--- src/rtl/hack_pkg.sv ---
// rtl/hack_pkg.sv - shared Hack CPU types and instruction field positions
package hack_pkg;

   typedef enum logic {RUN, WR} state_t;

   localparam int C_A  = 12;
   localparam int C_ZX = 11;
   localparam int C_NX = 10;
   localparam int C_ZY = 9;
   localparam int C_NY = 8;
   localparam int C_F  = 7;
   localparam int C_NO = 6;
   localparam int C_DA = 5;
   localparam int C_DD = 4;
   localparam int C_DM = 3;
   localparam int J_LT = 2;
   localparam int J_EQ = 1;
   localparam int J_GT = 0;

endpackage

--- src/rtl/hack_alu_p.sv ---
// rtl/hack_alu_p.sv - parametrised combinational Hack ALU with zero/negative flags
module hack_alu_p #(
   parameter int DATA_W = 16
) (
   input  logic [DATA_W-1:0] x,
   input  logic [DATA_W-1:0] y,
   input  logic              zx,
   input  logic              nx,
   input  logic              zy,
   input  logic              ny,
   input  logic              f,
   input  logic              no,
   output logic [DATA_W-1:0] out,
   output logic              zr,
   output logic              ng
);

   logic [DATA_W-1:0] x_z, x_n, y_z, y_n, f_out;

   assign x_z   = zx ? '0 : x;
   assign x_n   = nx ? ~x_z : x_z;
   assign y_z   = zy ? '0 : y;
   assign y_n   = ny ? ~y_z : y_z;
   assign f_out = f ? (x_n + y_n) : (x_n & y_n);
   assign out   = no ? ~f_out : f_out;
   assign zr    = (out == '0);
   assign ng    = out[DATA_W-1];

endmodule

--- src/rtl/hack_cpu_hs.sv ---
// rtl/hack_cpu_hs.sv - Hack CPU core with handshaked ROM/RAM access and sequenced read-modify-write
module hack_cpu_hs #(
   parameter int DATA_W = 16,
   parameter int ADDR_W = 15,
   parameter int PC_W   = 15
) (
   input  logic              clk,
   input  logic              reset,
   input  logic [DATA_W-1:0] instr,
   input  logic              instr_valid,
   output logic [PC_W-1:0]   pc,
   input  logic [DATA_W-1:0] in_m,
   output logic [ADDR_W-1:0] mem_addr,
   output logic [DATA_W-1:0] out_m,
   output logic              mem_rd,
   output logic              mem_wr,
   input  logic              mem_ack,
   output logic              retire,
   output logic              stall
);

   import hack_pkg::*;

   state_t            state, state_nx;
   logic [DATA_W-1:0] a_reg, d_reg, m_lat, ir_q, ir, y, alu_out;
   logic [PC_W-1:0]   pc_q;
   logic              zr, ng, is_c, taken, commit, rd_c, wr_c, latch_rd;
   logic              unused_bits;

   // During the write half of a read-modify-write the instruction comes from the internal copy
   assign ir          = (state == WR) ? ir_q : instr;
   assign is_c        = ir[DATA_W-1];
   assign y           = (state == WR) ? m_lat : (ir[C_A] ? in_m : a_reg);
   assign unused_bits = ^ir[DATA_W-2:C_A+1];

   hack_alu_p #(.DATA_W(DATA_W)) u_alu (
      .x   (d_reg),
      .y   (y),
      .zx  (ir[C_ZX]),
      .nx  (ir[C_NX]),
      .zy  (ir[C_ZY]),
      .ny  (ir[C_NY]),
      .f   (ir[C_F]),
      .no  (ir[C_NO]),
      .out (alu_out),
      .zr  (zr),
      .ng  (ng)
   );

   assign taken = is_c & ((ir[J_LT] & ng) | (ir[J_EQ] & zr) | (ir[J_GT] & ~zr & ~ng));

   always_comb begin
      state_nx = state;
      rd_c     = 1'b0;
      wr_c     = 1'b0;
      commit   = 1'b0;
      latch_rd = 1'b0;
      case (state)
         RUN: begin
            if (instr_valid) begin
               if (!is_c) begin
                  commit = 1'b1;
               end else if (ir[C_A]) begin
                  rd_c = 1'b1;
                  if (mem_ack) begin
                     if (ir[C_DM]) begin
                        latch_rd = 1'b1;
                        state_nx = WR;
                     end else begin
                        commit = 1'b1;
                     end
                  end
               end else if (ir[C_DM]) begin
                  wr_c   = 1'b1;
                  commit = mem_ack;
               end else begin
                  commit = 1'b1;
               end
            end
         end
         WR: begin
            wr_c = 1'b1;
            if (mem_ack) begin
               commit   = 1'b1;
               state_nx = RUN;
            end
         end
         default: state_nx = RUN;
      endcase
   end

   always_ff @(posedge clk or posedge reset) begin
      if (reset) begin
         state <= RUN;
         a_reg <= '0;
         d_reg <= '0;
         pc_q  <= '0;
         m_lat <= '0;
         ir_q  <= '0;
      end else begin
         state <= state_nx;
         if (latch_rd) begin
            m_lat <= in_m;
            ir_q  <= ir;
         end
         // A, D and pc all see pre-commit values; the jump target is the old A
         if (commit) begin
            pc_q <= taken ? a_reg[PC_W-1:0] : pc_q + PC_W'(1);
            if (is_c && ir[C_DD]) d_reg <= alu_out;
            if (!is_c)            a_reg <= ir;
            else if (ir[C_DA])    a_reg <= alu_out;
         end
      end
   end

   // Reset drops any outstanding request in the same cycle
   assign mem_rd   = rd_c & ~reset;
   assign mem_wr   = wr_c & ~reset;
   assign retire   = commit & ~reset;
   assign stall    = instr_valid & ~retire & ~reset;
   assign pc       = pc_q;
   assign mem_addr = a_reg[ADDR_W-1:0];
   assign out_m    = alu_out;

endmodule

--- config.mk ---
export PLATFORM = sky130hd
export DESIGN_NAME = hack_cpu_hs
export DESIGN_NICKNAME = d
export VERILOG_FILES = /design/src/rtl/hack_pkg.sv /design/src/rtl/hack_alu_p.sv /design/src/rtl/hack_cpu_hs.sv
export SDC_FILE = /design/constraint.sdc
export NUM_CORES = 1
export LEC_CHECK = 0
export CAP_MARGIN = 0
export CORE_MARGIN = 2
export CORE_UTILIZATION = 60
export CTS_BUF_LIST = sky130_fd_sc_hd__clkbuf_2
export DETAILED_ROUTE_END_ITERATION = 6
export DONT_BUFFER_PORTS = 1
export PLACE_DENSITY = 0.83
export SLEW_MARGIN = 15
export SYNTH_ARGS = -nofsm -noshare
export SYNTH_HDL_FRONTEND = slang
export SYNTH_HIERARCHICAL = 1
export SYNTH_SLANG_ARGS = --single-unit
export TNS_END_PERCENT = 20
--- constraint.sdc ---
create_clock -name clk -period 8.39 [get_ports clk]
set_input_delay 1.678 -clock clk [delete_from_list [all_inputs] [get_ports clk]]
set_output_delay 1.678 -clock clk [all_outputs]
set_load 0.1 [all_outputs]
==> reports/qor_table.md <==
| Step | Result | Reported |
|:---|:---|:---|
| cts | H-tree depth reported by CTS | 3 |
| floorplanning | Placeable Area | 10200 µm² |
| placement | HPWL reported at the end of detailed placement | 12100 µm |
| global routing | Met3 Track Usage GR | 6.43% |
| synth | Post-Syn Nets | 725 |
| cts | Post-CTS sizing | 0 |
| floorplanning | Initial core utilization | 60.8% |
| finish | Antenna cell count | 0 |
| global routing | Number of antenna violations at the first check in global routing | 0 |
| worst setup path | CP endpoint | out_m[14] |
| synth | Ys async rst share | 100% |
| worst setup path | Worst R2R Start | state$_DFF_PP0_ |
| worst setup path | Launch point of the critical path | state$_DFF_PP0_ |
| sta | Final hold violation count | 0 |
| sta | Sum of negative setup slack | 0 ns |
| cts | Clock tree sinks | 80 |
| detailed routing | Detailed Routing Iterations Pass 1 | 6 |
| worst setup path | Crit path DAT | 5.75 ns |
| synth | Number of synthesized flops with an enable pin | 0 |
| worst setup path | Buf+Inv Stages, Crit Path | 2 |
| synth | Synth Cell Area | 6190 µm² |
| detailed routing | Routed via count | 5038 |
| sta | Setup Viol. Count Final | 0 |
| sta | Slew Viols, Final | 0 |
| worst setup path | Logic depth of the worst path, buffers included | 14 |
| floorplanning | Boundary pin count | 86 |
| worst setup path | Minimum setup slack among reg-to-reg paths | 1.32 ns |
| worst setup path | Category of the worst setup path capture point | primary output |
| synth | Post-synth cell types | 81 |
| finish | Share of final-layout standard cells stronger than drive strength 1 | 19.8% |
| run status | Status | finished clean |
| synth | Synth warnings | 6 |
| cts | Hold-fix buffer count after cts | 0 |
| placement | Worst setup timing slack at the placement stage | 1.02 ns |
| job | Number of violations of the max-capacitance limit | 0 |
| detailed routing | Drt initial violations | 403 |
| cts | Clock transition time at the flip-flop clock pins of the worst setup and hold paths | 0.17 ns |
| global routing | Pin count of the biggest net entering global routing | 81 |
| min path | HP Class | reg2reg |
| sta | Upper clock frequency limit | 0.135 GHz |
| sta | Final setup slack of the worst path | 0.958 ns |
| floorplanning | Chip height | 106 µm |
| global routing | Highest-utilization routing layer at the global route stage | met2 |
| synth | Top_reg_cell synth | dfrtp_1 |
| detailed routing | Count of nets left with antenna violations after detail routing | 0 |
| worst setup path | Family with the most delay on the worst path | compound AO/OA/AOI/OAI gates |
| finish | Most common library cell in the layout ignoring fill and taps | dfrtp_1 |
| finish | Layout overhead on the synthesized area | 4.30% |
| finish | Post-route core utilization | 63.4% |
| sta | Unrepaired setup endpoints after global routing | false |
| finish | Filler Cells Inserted | 854 |
| cts | Root buf cell | clkbuf_2 |
| placement | Routability Congestion | 0.911 |
| global routing | Global Route Usage Sum | 29.0% |
| cts | TritonCTS clock tree | yes |
| worst setup path | Critical Path Start Type | register |
| sta | Tightest Pin Transition | 1.18 ns |
| sta | Period minus WS final | 7.43 ns |
| global routing | Wire length of the first global-routing pass | 25500 µm |
| worst setup path | Series of cell instances along the critical path | mux2i_1, inv_1, nand2b_1, xnor2_1, ha_1, fa_1, a211oi_4, o21ai_0, a21oi_1, o311ai_0, or3_2, a31oi_1, xnor2_2, buf_4 |
| cts | Total clock buffers created by CTS | 9 |
| sta | Slew HR | 21.3% |
| synth | Synthesized instance count | 671 |
| floorplanning | Die Area | 11200 µm² |
| worst setup path | Worst R2R Path Depth | 19 |
| worst setup path | Largest stage delay on the critical path | 1.07 ns |
| detailed routing | Routed wirelength normalized by instance count | 19.9 µm |
| cts | Setup repair bufs after CTS | 0 |
| worst setup path | Worst path slowest cell | dfrtp_2 |
| worst setup path | Destination of the worst register-to-register timing path | pc[4]$_DFFE_PP0P_ |
| detailed routing | DRC violations left | 0 |
| cts | Buffer levels on the longest clock path | 2 |
| global routing | Met1 track demand over resource | 38.4% |
| finish | Fin nets | 707 |
| worst setup path | Data required time at the worst endpoint | 6.71 ns |
| global routing | Fraction of met2 tracks used by global routing | 46.9% |
| cts | Clk Latency, worst-skew pair | 0.54 ns |
| detailed routing | Avg Vias per Cell | 6.35 |
| global routing | Number of global-route vias before repair | 4850 |
| synth | Sequential area share after synthesis | 32.3% |
| synth | Post-Syn Area per Cell | 9.23 µm² |
| worst setup path | Critical path type | reg2out |
| synth | Synth Register Bits | 80 |
| worst setup path | Worst-path fanout max | 50 |
| placement | Count of port buffers added during placement | 0 |
| sta | Share of the clock period used by the worst path | 88.6% |
| floorplanning | Die span in x | 106 µm |
| floorplanning | Num rows | 37 |
| global routing | Remaining Overflow, GRT | 0 |
| finish | Most frequent cells in the layout | dfrtp_1, nand2_1, mux2i_1, a21oi_1, nor2_1 |
| sta | Setup Skew | 0.0300 ns |
| detailed routing | Routed Wire Length | 15800 µm |
==> metrics by stage <==
stage	hold slack [ns]	area (µm²)	std cells
floorplan	0.439	6190	671
global placement	0.453	6360	778
detailed placement	0.459	6360	778
CTS	0.499	6460	794
global route	0.518	6460	794
finish	0.493	6460	794
==> worst min-delay path by stage <==
stage	start	endpoint	slack, ns	cells past startpoint
3_5_place_dp	ir_q[3]$_DFFE_PP0P_	ir_q[3]$_DFFE_PP0P_	0.46	1
2_1_floorplan	ir_q[3]$_DFFE_PP0P_	ir_q[3]$_DFFE_PP0P_	0.44	1
6_report	ir_q[3]$_DFFE_PP0P_	ir_q[3]$_DFFE_PP0P_	0.49	1
3_3_place_gp	ir_q[3]$_DFFE_PP0P_	ir_q[3]$_DFFE_PP0P_	0.45	1
5_1_grt	ir_q[3]$_DFFE_PP0P_	ir_q[3]$_DFFE_PP0P_	0.52	1
4_1_cts	ir_q[3]$_DFFE_PP0P_	ir_q[3]$_DFFE_PP0P_	0.50	1
==> kinds of logic after synthesis <==
logic type,share of synthesized area [%]
AND/OR/NAND/NOR,17.5
AO/OA/AOI/OAI,15.5
buffers and inverters,6.75
adder cells (fa/ha/maj),3.76
multiplexers,17.2
XOR/XNOR,7.07
flip-flops,32.3
==> routing by layer <==
metal	routed length (µm)	up-vias
li1	-	2338
met1	6650	2476
met2	7670	198
met3	1120	26
met4	364	0
met5	0	-
==> layout make-up <==
type                            count  area [µm²]  share of cell area [%]
Sequential cell                    80        2000                    31.0
Tap cell                          136         170                    2.63
Clock buffer                       11        55.1                   0.852
Timing Repair Buffer               22         183                    2.83
Multi-Input combinational cell    513        3900                    60.4
Inverter                           27         103                    1.59
Clock inverter                      5        47.5                   0.736
==> cell usage after synthesis (5+ instances only) <==
cell type	instances	area, µm²
o311ai_0	5	43.8
mux2i_1	44	440
mux2_2	40	450
xnor2_1	48	420
inv_1	26	97.6
nand4_1	5	31.3
dfrtp_1	80	2000
mux2_4	10	150
a31oi_1	6	37.5
nand2_1	45	169
nor2b_1	6	37.5
nand2b_1	38	238
o21ai_0	36	180
clkbuf_1	20	75.1
nor3_1	11	55.1
ha_1	17	213
nor2_1	46	173
nand3_1	16	80.1
buf_4	21	158
a21oi_1	45	225
Power is left out: the tool's default activity adds up to more than one toggle a clock period on the data nets, which glitch-free logic cannot reach.
